$ cat config.mk
export PLATFORM = sky130hd
export DESIGN_NAME = pipe_stage_reg_flat
export DESIGN_NICKNAME = d
export VERILOG_FILES = /design/src/rtl/pipe_pkg.sv /design/src/rtl/pipe_stage_reg_if.sv /design/src/rtl/pipe_skid_buf.sv /design/src/rtl/pipe_stage_reg.sv /design/src/flat_wrapper.sv
export SDC_FILE = /design/constraint.sdc
export NUM_CORES = 1
export LEC_CHECK = 0
export BUFFER_PORTS_ARGS = -buffer_cell sky130_fd_sc_hd__buf_4
export CELL_PAD_IN_SITES_DETAIL_PLACEMENT = 0
export CELL_PAD_IN_SITES_GLOBAL_PLACEMENT = 1
export CORE_ASPECT_RATIO = 1.5
export CORE_MARGIN = 4
export CORE_UTILIZATION = 32
export DETAILED_ROUTE_END_ITERATION = 8
export HOLD_SLACK_MARGIN = 0.15
export PLACE_DENSITY_LB_ADDON = 0.1
export SYNTH_ARGS = -nofsm -noshare
export SYNTH_HDL_FRONTEND = slang
export SYNTH_SLANG_ARGS = --single-unit
$ cat constraint.sdc
create_clock -name clk -period 2 [get_ports clk]
set_input_delay 0.2 -clock clk [delete_from_list [all_inputs] [get_ports clk]]
set_output_delay 0.2 -clock clk [all_outputs]
set_load 0.005 [all_outputs]
$ cat src/rtl/pipe_pkg.sv
// Shared widths and control-word layout for the pipeline stage register.
package pipe_pkg;

   localparam int unsigned PIPE_DATA_W = 64;
   localparam int unsigned PIPE_CTRL_W = 12;
   localparam int unsigned PIPE_CNT_W  = 16;

   // Single-bit control flags within the control word.
   localparam int unsigned REGWRITE   = 0;
   localparam int unsigned MEMTOREG   = 1;
   localparam int unsigned MEMREAD    = 2;
   localparam int unsigned MEMWRITE   = 3;
   localparam int unsigned BRANCH     = 4;
   localparam int unsigned PC_REGREAD = 5;

   // Multi-bit control fields.
   localparam int unsigned ALUOP_LSB  = 6;
   localparam int unsigned ALUOP_MSB  = 9;
   localparam int unsigned IRLAST_LSB = 10;
   localparam int unsigned IRLAST_MSB = 11;

   typedef struct packed {
      logic [IRLAST_MSB-IRLAST_LSB:0] irlast;
      logic [ALUOP_MSB-ALUOP_LSB:0]   aluop;
      logic                           pc_regread;
      logic                           branch;
      logic                           memwrite;
      logic                           memread;
      logic                           memtoreg;
      logic                           regwrite;
   } ctrl_t;

endpackage

$ cat src/rtl/pipe_stage_reg_if.sv
// Upstream/downstream handshake bundle of one pipeline stage register.
interface pipe_stage_reg_if
   import pipe_pkg::*;
#(
   parameter int unsigned DATA_W = PIPE_DATA_W,
   parameter int unsigned CTRL_W = PIPE_CTRL_W
);

   logic              in_valid;
   logic              in_ready;
   logic [DATA_W-1:0] in_data;
   logic [CTRL_W-1:0] in_ctrl;
   logic              flush;
   logic              out_valid;
   logic              out_ready;
   logic [DATA_W-1:0] out_data;
   logic [CTRL_W-1:0] out_ctrl;

   // Environment side: drives the upstream word and the downstream ready.
   modport master (
      output in_valid, in_data, in_ctrl, flush, out_ready,
      input  in_ready, out_valid, out_data, out_ctrl
   );

   // Stage side.
   modport slave (
      input  in_valid, in_data, in_ctrl, flush, out_ready,
      output in_ready, out_valid, out_data, out_ctrl
   );

endinterface

$ cat src/rtl/pipe_skid_buf.sv
// Single-entry skid register holding a word accepted while the main entry stalls.
module pipe_skid_buf
   import pipe_pkg::*;
#(
   parameter int unsigned DATA_W = PIPE_DATA_W,
   parameter int unsigned CTRL_W = PIPE_CTRL_W
) (
   input  logic              clk,
   input  logic              rst,
   input  logic              clr,
   input  logic              load,
   input  logic              unload,
   input  logic [DATA_W-1:0] wr_data,
   input  logic [CTRL_W-1:0] wr_ctrl,
   output logic              valid,
   output logic [DATA_W-1:0] data,
   output logic [CTRL_W-1:0] ctrl
);

   // Load wins over unload so a drain and refill in one edge keeps the entry full.
   always_ff @(posedge clk) begin
      if (rst) begin
         valid <= 1'b0;
         data  <= '0;
         ctrl  <= '0;
      end else if (clr) begin
         valid <= 1'b0;
      end else if (load) begin
         valid <= 1'b1;
         data  <= wr_data;
         ctrl  <= wr_ctrl;
      end else if (unload) begin
         valid <= 1'b0;
      end
   end

endmodule

$ cat src/rtl/pipe_stage_reg.sv
// Valid/ready pipeline stage register with flush and saturating stall counter.
// Optional second (skid) entry and registered in_ready under PIPE_STAGE_SKID_EN.
module pipe_stage_reg
   import pipe_pkg::*;
#(
   parameter int unsigned DATA_W = PIPE_DATA_W,
   parameter int unsigned CTRL_W = PIPE_CTRL_W,
   parameter int unsigned CNT_W  = PIPE_CNT_W
) (
   input  logic             clk,
   input  logic             rst,
   pipe_stage_reg_if.slave  bus,
   output logic [CNT_W-1:0] stall_cnt
);

   logic              main_valid;
   logic [DATA_W-1:0] main_data;
   logic [CTRL_W-1:0] main_ctrl;
   logic              nxt_valid;
   logic [DATA_W-1:0] nxt_data;
   logic [CTRL_W-1:0] nxt_ctrl;

   logic              accept;
   logic              main_free;
   logic              src_valid;
   logic [DATA_W-1:0] src_data;
   logic [CTRL_W-1:0] src_ctrl;

   assign main_free = !main_valid || bus.out_ready;
   assign accept    = bus.in_valid && bus.in_ready && !bus.flush;

`ifdef PIPE_STAGE_SKID_EN
   logic              skid_valid;
   logic [DATA_W-1:0] skid_data;
   logic [CTRL_W-1:0] skid_ctrl;

   // in_ready only reflects skid occupancy, so accept implies an empty skid entry.
   assign bus.in_ready = !skid_valid;

   pipe_skid_buf #(
      .DATA_W (DATA_W),
      .CTRL_W (CTRL_W)
   ) u_skid (
      .clk     (clk),
      .rst     (rst),
      .clr     (bus.flush),
      .load    (accept && !main_free),
      .unload  (main_free && skid_valid),
      .wr_data (bus.in_data),
      .wr_ctrl (bus.in_ctrl),
      .valid   (skid_valid),
      .data    (skid_data),
      .ctrl    (skid_ctrl)
   );

   // Older skid word goes first to keep FIFO order.
   assign src_valid = skid_valid || accept;
   assign src_data  = skid_valid ? skid_data : bus.in_data;
   assign src_ctrl  = skid_valid ? skid_ctrl : bus.in_ctrl;
`else
   assign bus.in_ready = main_free;
   assign src_valid    = accept;
   assign src_data     = bus.in_data;
   assign src_ctrl     = bus.in_ctrl;
`endif

   // Main entry next state; ctrl is zeroed whenever the entry empties so bubbles are NOPs.
   always_comb begin
      nxt_valid = main_valid;
      nxt_data  = main_data;
      nxt_ctrl  = main_ctrl;
      if (bus.flush) begin
         nxt_valid = 1'b0;
         nxt_ctrl  = '0;
      end else if (main_free) begin
         if (src_valid) begin
            nxt_valid = 1'b1;
            nxt_data  = src_data;
            nxt_ctrl  = src_ctrl;
         end else begin
            nxt_valid = 1'b0;
            nxt_ctrl  = '0;
         end
      end
   end

   always_ff @(posedge clk) begin
      if (rst) begin
         main_valid <= 1'b0;
         main_data  <= '0;
         main_ctrl  <= '0;
      end else begin
         main_valid <= nxt_valid;
         main_data  <= nxt_data;
         main_ctrl  <= nxt_ctrl;
      end
   end

   // Saturating count of edges where a held word is blocked downstream.
   always_ff @(posedge clk) begin
      if (rst) begin
         stall_cnt <= '0;
      end else if (main_valid && !bus.out_ready && (stall_cnt != '1)) begin
         stall_cnt <= stall_cnt + CNT_W'(1);
      end
   end

   assign bus.out_valid = main_valid;
   assign bus.out_data  = main_data;
   assign bus.out_ctrl  = main_ctrl;

endmodule

$ cat src/flat_wrapper.sv
// flat-port wrapper written by rule: the top's interface ports become plain ports
module pipe_stage_reg_flat import pipe_pkg::*;
#(
   parameter int unsigned DATA_W = PIPE_DATA_W,
   parameter int unsigned CTRL_W = PIPE_CTRL_W,
   parameter int unsigned CNT_W  = PIPE_CNT_W
)
  (clk, rst, stall_cnt, bus_in_valid, bus_in_data, bus_in_ctrl, bus_flush, bus_out_ready, bus_in_ready, bus_out_valid, bus_out_data, bus_out_ctrl);
  pipe_stage_reg_if #(.DATA_W(DATA_W), .CTRL_W(CTRL_W)) bus_i ();
  input  logic clk;
  input  logic rst;
  output logic [CNT_W-1:0] stall_cnt;
  input wire logic [$bits(bus_i.in_valid)-1:0] bus_in_valid;
  input wire logic [$bits(bus_i.in_data)-1:0] bus_in_data;
  input wire logic [$bits(bus_i.in_ctrl)-1:0] bus_in_ctrl;
  input wire logic [$bits(bus_i.flush)-1:0] bus_flush;
  input wire logic [$bits(bus_i.out_ready)-1:0] bus_out_ready;
  output wire logic [$bits(bus_i.in_ready)-1:0] bus_in_ready;
  output wire logic [$bits(bus_i.out_valid)-1:0] bus_out_valid;
  output wire logic [$bits(bus_i.out_data)-1:0] bus_out_data;
  output wire logic [$bits(bus_i.out_ctrl)-1:0] bus_out_ctrl;
  assign bus_i.in_valid = bus_in_valid;
  assign bus_i.in_data = bus_in_data;
  assign bus_i.in_ctrl = bus_in_ctrl;
  assign bus_i.flush = bus_flush;
  assign bus_i.out_ready = bus_out_ready;
  assign bus_in_ready = bus_i.in_ready;
  assign bus_out_valid = bus_i.out_valid;
  assign bus_out_data = bus_i.out_data;
  assign bus_out_ctrl = bus_i.out_ctrl;
  pipe_stage_reg #(.DATA_W(DATA_W), .CTRL_W(CTRL_W), .CNT_W(CNT_W)) u_core (.clk(clk), .rst(rst), .bus(bus_i), .stall_cnt(stall_cnt));
endmodule
Word-level counts from Yosys, hierarchy flattened --
Cells that the tools add are included.
Cells by class: $add $sub $neg 1, equal/unequal tests 1, mux-type cells 2, bitwise gates (word level) 1, reductions and logical operators 10
Operator list (count):
- adder 16 x 1 -> 16 bit (second input constant) | 1
- != test 16 bit (second input constant) | 1
- 2-to-1 mux 12 bit | 1
- logical AND 1 bit | 4
- zero test 1 bit | 3
- AND reduction 3 bit | 1
- OR reduction 2 bit | 1
- logical OR 1 bit | 1
- 2-to-1 mux 1 bit | 1
- inverter 1 bit | 1
Word-level totals: register bits after elaboration 93, input port bits 81, output and inout bits 94, logic and storage cells 19

Logic depth before layout (Yosys ltp) --
depth after elaboration 5, mapped depth 8, gate-level depth less buffers 5

Worst setup path after synthesis --
OpenSTA, ideal clock, no wires.
path type reg2reg, from register u_core.stall_cnt[0], to register u_core.stall_cnt[1], library setup time 0.134 ns, data arrival time 1.714 ns, required time 1.866 ns, path slack 0.152 ns, cell stages (with the launch flop) 7, buffers on the path 1, period minus slack after synthesis 1.848 ns, cell sequence dfxtp_1 ha_1 clkbuf_1 nand3_1 nor4_4 nor4b_1 or4_1
Between the ends: word-level cells in the longest chain between the ends 2, elaborated cells between the ends (all ways) 3, those cells by class add/sub (1); eq/ne (1); reduce/logical (1)
Ends and longest elaborated chain:
- from (decl) | line pipe_stage_reg.sv:13 | output logic [CNT_W-1:0] stall_cnt
- from (signal assigned) | line pipe_stage_reg.sv:104 | stall_cnt <= stall_cnt + CNT_W'(1);
- parallel branches: the longest is 2 deep, another holds adder 16 x 1 -> 16 bit
Several ways; the timed one is not identified. A chain may end at the register's enable or synchronous reset.

Worst setup path in the final report --
from register u_core.stall_cnt[6], to register u_core.stall_cnt[1]
Between the ends: word-level cells in the longest chain between the ends 2
Ends and longest elaborated chain:
- != test 16 bit | line pipe_stage_reg.sv:103 | end else if (main_valid && !bus.out_ready && (stall_cnt != '1)) begin
- logical AND 1 bit | line pipe_stage_reg.sv:103
No other way between the ends.

==> implementation parameters <==
Parameter                              Value

Placement
  Routability cong.    0.817
  HPWL after detailed placement    8.05 mm
  I/O Buffers    174
  Setup slack at placement    0.176 ns
  Placed cell count    734

Worst setup path
  Largest fanout on the critical path    8
  Crit path launch type    flop
  Required time at the worst-slack endpoint    2.20 ns
  Endpoint class of the critical path    flop
  Worst EP arrival    2.00 ns
  Category of the critical setup timing path    flop to flop

Global route
  First-pass GRT wire length    18.5 mm
  Pin count of the biggest net entering global routing    56
  Number of global-route vias before repair    3824
  Global-route total usage across every layer    18.1%
  Total gr overflow    0
  Number of antenna violations at the first check in global routing    0

Clock tree
  Level count of the clock H-tree    3
  Clock tree from TritonCTS    built
  Number of sinks driven by the clock tree    93
  Clock-pin slew on the worst setup and hold paths    0.06 ns
  Number of buffers added by the clock tree synthesis step    9
  Worst-Skew Late Latency    0.33 ns
  Library cell used as clock root buffer    clkbuf_16
  Max clock buf depth    2
  Number of setup buffers added after CTS    0

Power
  Power per cell area    697 nW/um^2
  Part of the power in registers    45.9%
  Switching component of the power    0.936 mW
  Reported leakage power    2.59 nW
  Sw Ratio    22.0%
  Share of power burned in the clock network    41.1%
  Share of power burned in combinational logic    13.0%
  Worst IR drop on VDD    0.400 mV
  Internal Pwr Total    3.32 mW

Layout
  Fin nets    760
  Highest-count cells in the layout ignoring fill and taps    buf_4 (188), nand2_1 (135), dfxtp_1 (93), dlygate4sd3_1 (77), a21oi_1 (75)
  Layout-stage area growth over the synthesis result    73.3%
  Most frequent standard cell in the layout excluding fill and tap cells    buf_4
  Proportion of layout cells with a drive suffix above 1    31.5%
  Non-filler cells in the finished layout    826
  Number of inserted diodes    0
  Filler instances    981

Floorplan
  Core Area    10600 sq um
  Initial standard-cell utilization of the core    33.1%
  Full die area    12800 sq um
  Height of the die    136 um
  I/O pin count    175
  Die span in x    93.6 um
  Std cell rows    46

STA
  Number of hold violations in the final report    0
  Accumulated negative setup slack    0 ns
  Fraction of the cycle the final worst path needs    90.3%
  Largest clock skew in the final design    0.00808 ns
  Tmin final    1.81 ns
  Slew Limit Fails    0
  Achievable clock frequency    0.554 GHz
  Worst slew slack as a fraction of its limit    72.9%
  Setup repair after global routing missed its margin    no
  Final critical-path setup slack    0.195 ns
  Final setup violation count    0
  Slew at the pin with the worst max-slew slack    0.403 ns

Drt
  Routed vias    3858
  Antenna Nets Post-Route    0
  First drt pass iteration count    4
  DR WL/cell    14.2 um
  Drt via density    4.67
  Post-Route WL    11.7 mm
  Remaining DRCs    0
  DRT iter0 DRCs    137

Status
  Status    finished clean

Logic synthesis
  Area share of the largest cell type after synthesis    52.9%
  Gate count after technology mapping    430
  Average cell area after synthesis    8.19 sq um
  Area of the mapped netlist    3520 sq um
  Post-synthesis compound-gate area fraction    16.5%
  Area share of fa/ha/maj cells after synthesis    0.355%
  Multiplexer share of the synthesized area    0%
  Cell accounting for the most synthesized area    dfxtp_1
  Dominant combinational cell family by area after synthesis    simple AND/OR/NAND/NOR gates
  Post-synthesis cell type count    39
  Flip-flop and latch count after synthesis    93
  Synthesized net count    512
  Post-synthesis simple-gate area fraction    26.3%
  Post-Synth XOR/XNOR Area    0%
  Synthesis Warnings    0
  Cell types occupying the most area after synthesis    dfxtp_1 (53%), nand2_1 (14%), a21oi_1 (11%)
  Sequential fraction of the synthesis area    52.9%

Run
  Count of maximum capacitance violations    0

Hold path
  Hold/Removal Path Class    primary input to flop
==> per-stage QoR <==
| step | area, sq um | util (%) | total power, mW | hold WS (ns) |
|---|---|---|---|---|
| floorplan | 3520 | - | 2.15 | 0.321 |
| global placement | 5020 | 47.1 | 2.42 | 0.435 |
| detailed placement | 5020 | 47.1 | 2.43 | 0.444 |
| CTS | 6100 | 57.3 | 4.32 | 0.163 |
| global route | 6100 | 57.3 | 4.45 | 0.175 |
| finish | 6100 | 57.3 | 4.25 | 0.177 |
==> power groups by stage <==
stage | Sequential [mW] | Combinational (mW) | Clock [mW]
3_3_place_gp | 1.99 | 0.429 | 0
5_1_grt | 1.96 | 0.605 | 1.89
4_1_cts | 1.95 | 0.557 | 1.81
6_report | 1.95 | 0.554 | 1.75
2_1_floorplan | 2.00 | 0.149 | 0
3_5_place_dp | 1.99 | 0.434 | 0
==> area by class of cell <==
| cell class | instances | area [sq um] | share of cell area (%) |
|---|---|---|---|
| clock buffers | 12 | 267 | 4.37 |
| repair buffers | 266 | 2200 | 36.1 |
| flip-flops and latches | 93 | 1860 | 30.5 |
| inverters | 4 | 15.0 | 0.246 |
| well taps | 144 | 180 | 2.95 |
| multi-input cells | 304 | 1530 | 25.1 |
| clock inverters | 3 | 43.8 | 0.718 |
==> registers in the layout (all words and copies together), names as in the netlist <==
name and count:
u_core.bus.out_data 64, u_core.bus.out_valid 1, u_core.stall_cnt 16, u_core.bus.out_ctrl 12
==> cells by family after synthesis <==
| logic type | count (synthesis) |
|---|---|
| DFF | 93 |
| buffers and inverters | 33 |
| and+or+nand+nor | 200 |
| adders and majority gates | 1 |
| AOI/OAI and AO/OA | 103 |
==> cell usage after synthesis <==
master    number
a211oi_1       3
a21oi_1       75
a22oi_1       12
a31oi_1        3
a41oi_1        1
and3_1         2
and3_2         1
and4_1         2
and4_2         1
and4b_1        1
buf_1          1
buf_2          9
buf_4          1
clkbuf_1      18
dfxtp_1       93
ha_1           1
inv_1          4
nand2_1      135
nand2b_1       1
nand3_1        6
nand3_2        1
nand3_4        2
nand3b_1       1
nand4_1        4
nor2_1        17
nor2b_1        2
nor3_1         7
nor3b_1        1
nor4_1         3
nor4_4         1
nor4b_1        2
o21ai_0        2
o311ai_0       1
o31ai_1        5
o41ai_1        1
or2_2          1
or3_1          2
or4_1          6
or4_2          1
==> metal layers <==
metal  wire, um  global-route usage (%)  share of wire [%]
met5          0                       0                  0
met2       6340                    32.7                 54
met1       4450                    19.8                 38
met4        187                    6.35                1.6
met3        773                    5.54                6.6
==> critical path: stages, from the launching register on <==
cell	delay, ns
dfxtp_1	0.49
nand3_4	0.16
nor4_4	0.42
nor4b_1	0.08
or4_1	0.52
==> path summary, 6_finish.rpt <==
kind | start | to | slack (ns) | depth (start not counted)
min reg2reg | u_core.bus.out_data[34] | u_core.bus.out_data[34] | 0.45 | 2
min | rst | u_core.bus.out_data[26] | 0.18 | 2
max | u_core.stall_cnt[6] | u_core.stall_cnt[1] | 0.19 | 4
max reg2reg | u_core.stall_cnt[6] | u_core.stall_cnt[1] | 0.19 | 4
==> timing repair <==
item	in CTS	in global routing
endpoints found under the hold margin	77	0
hold buffers	77	0
endpoints found under the setup margin	0	1
resized for setup	0	1
Power figures use the tool's default switching activity.
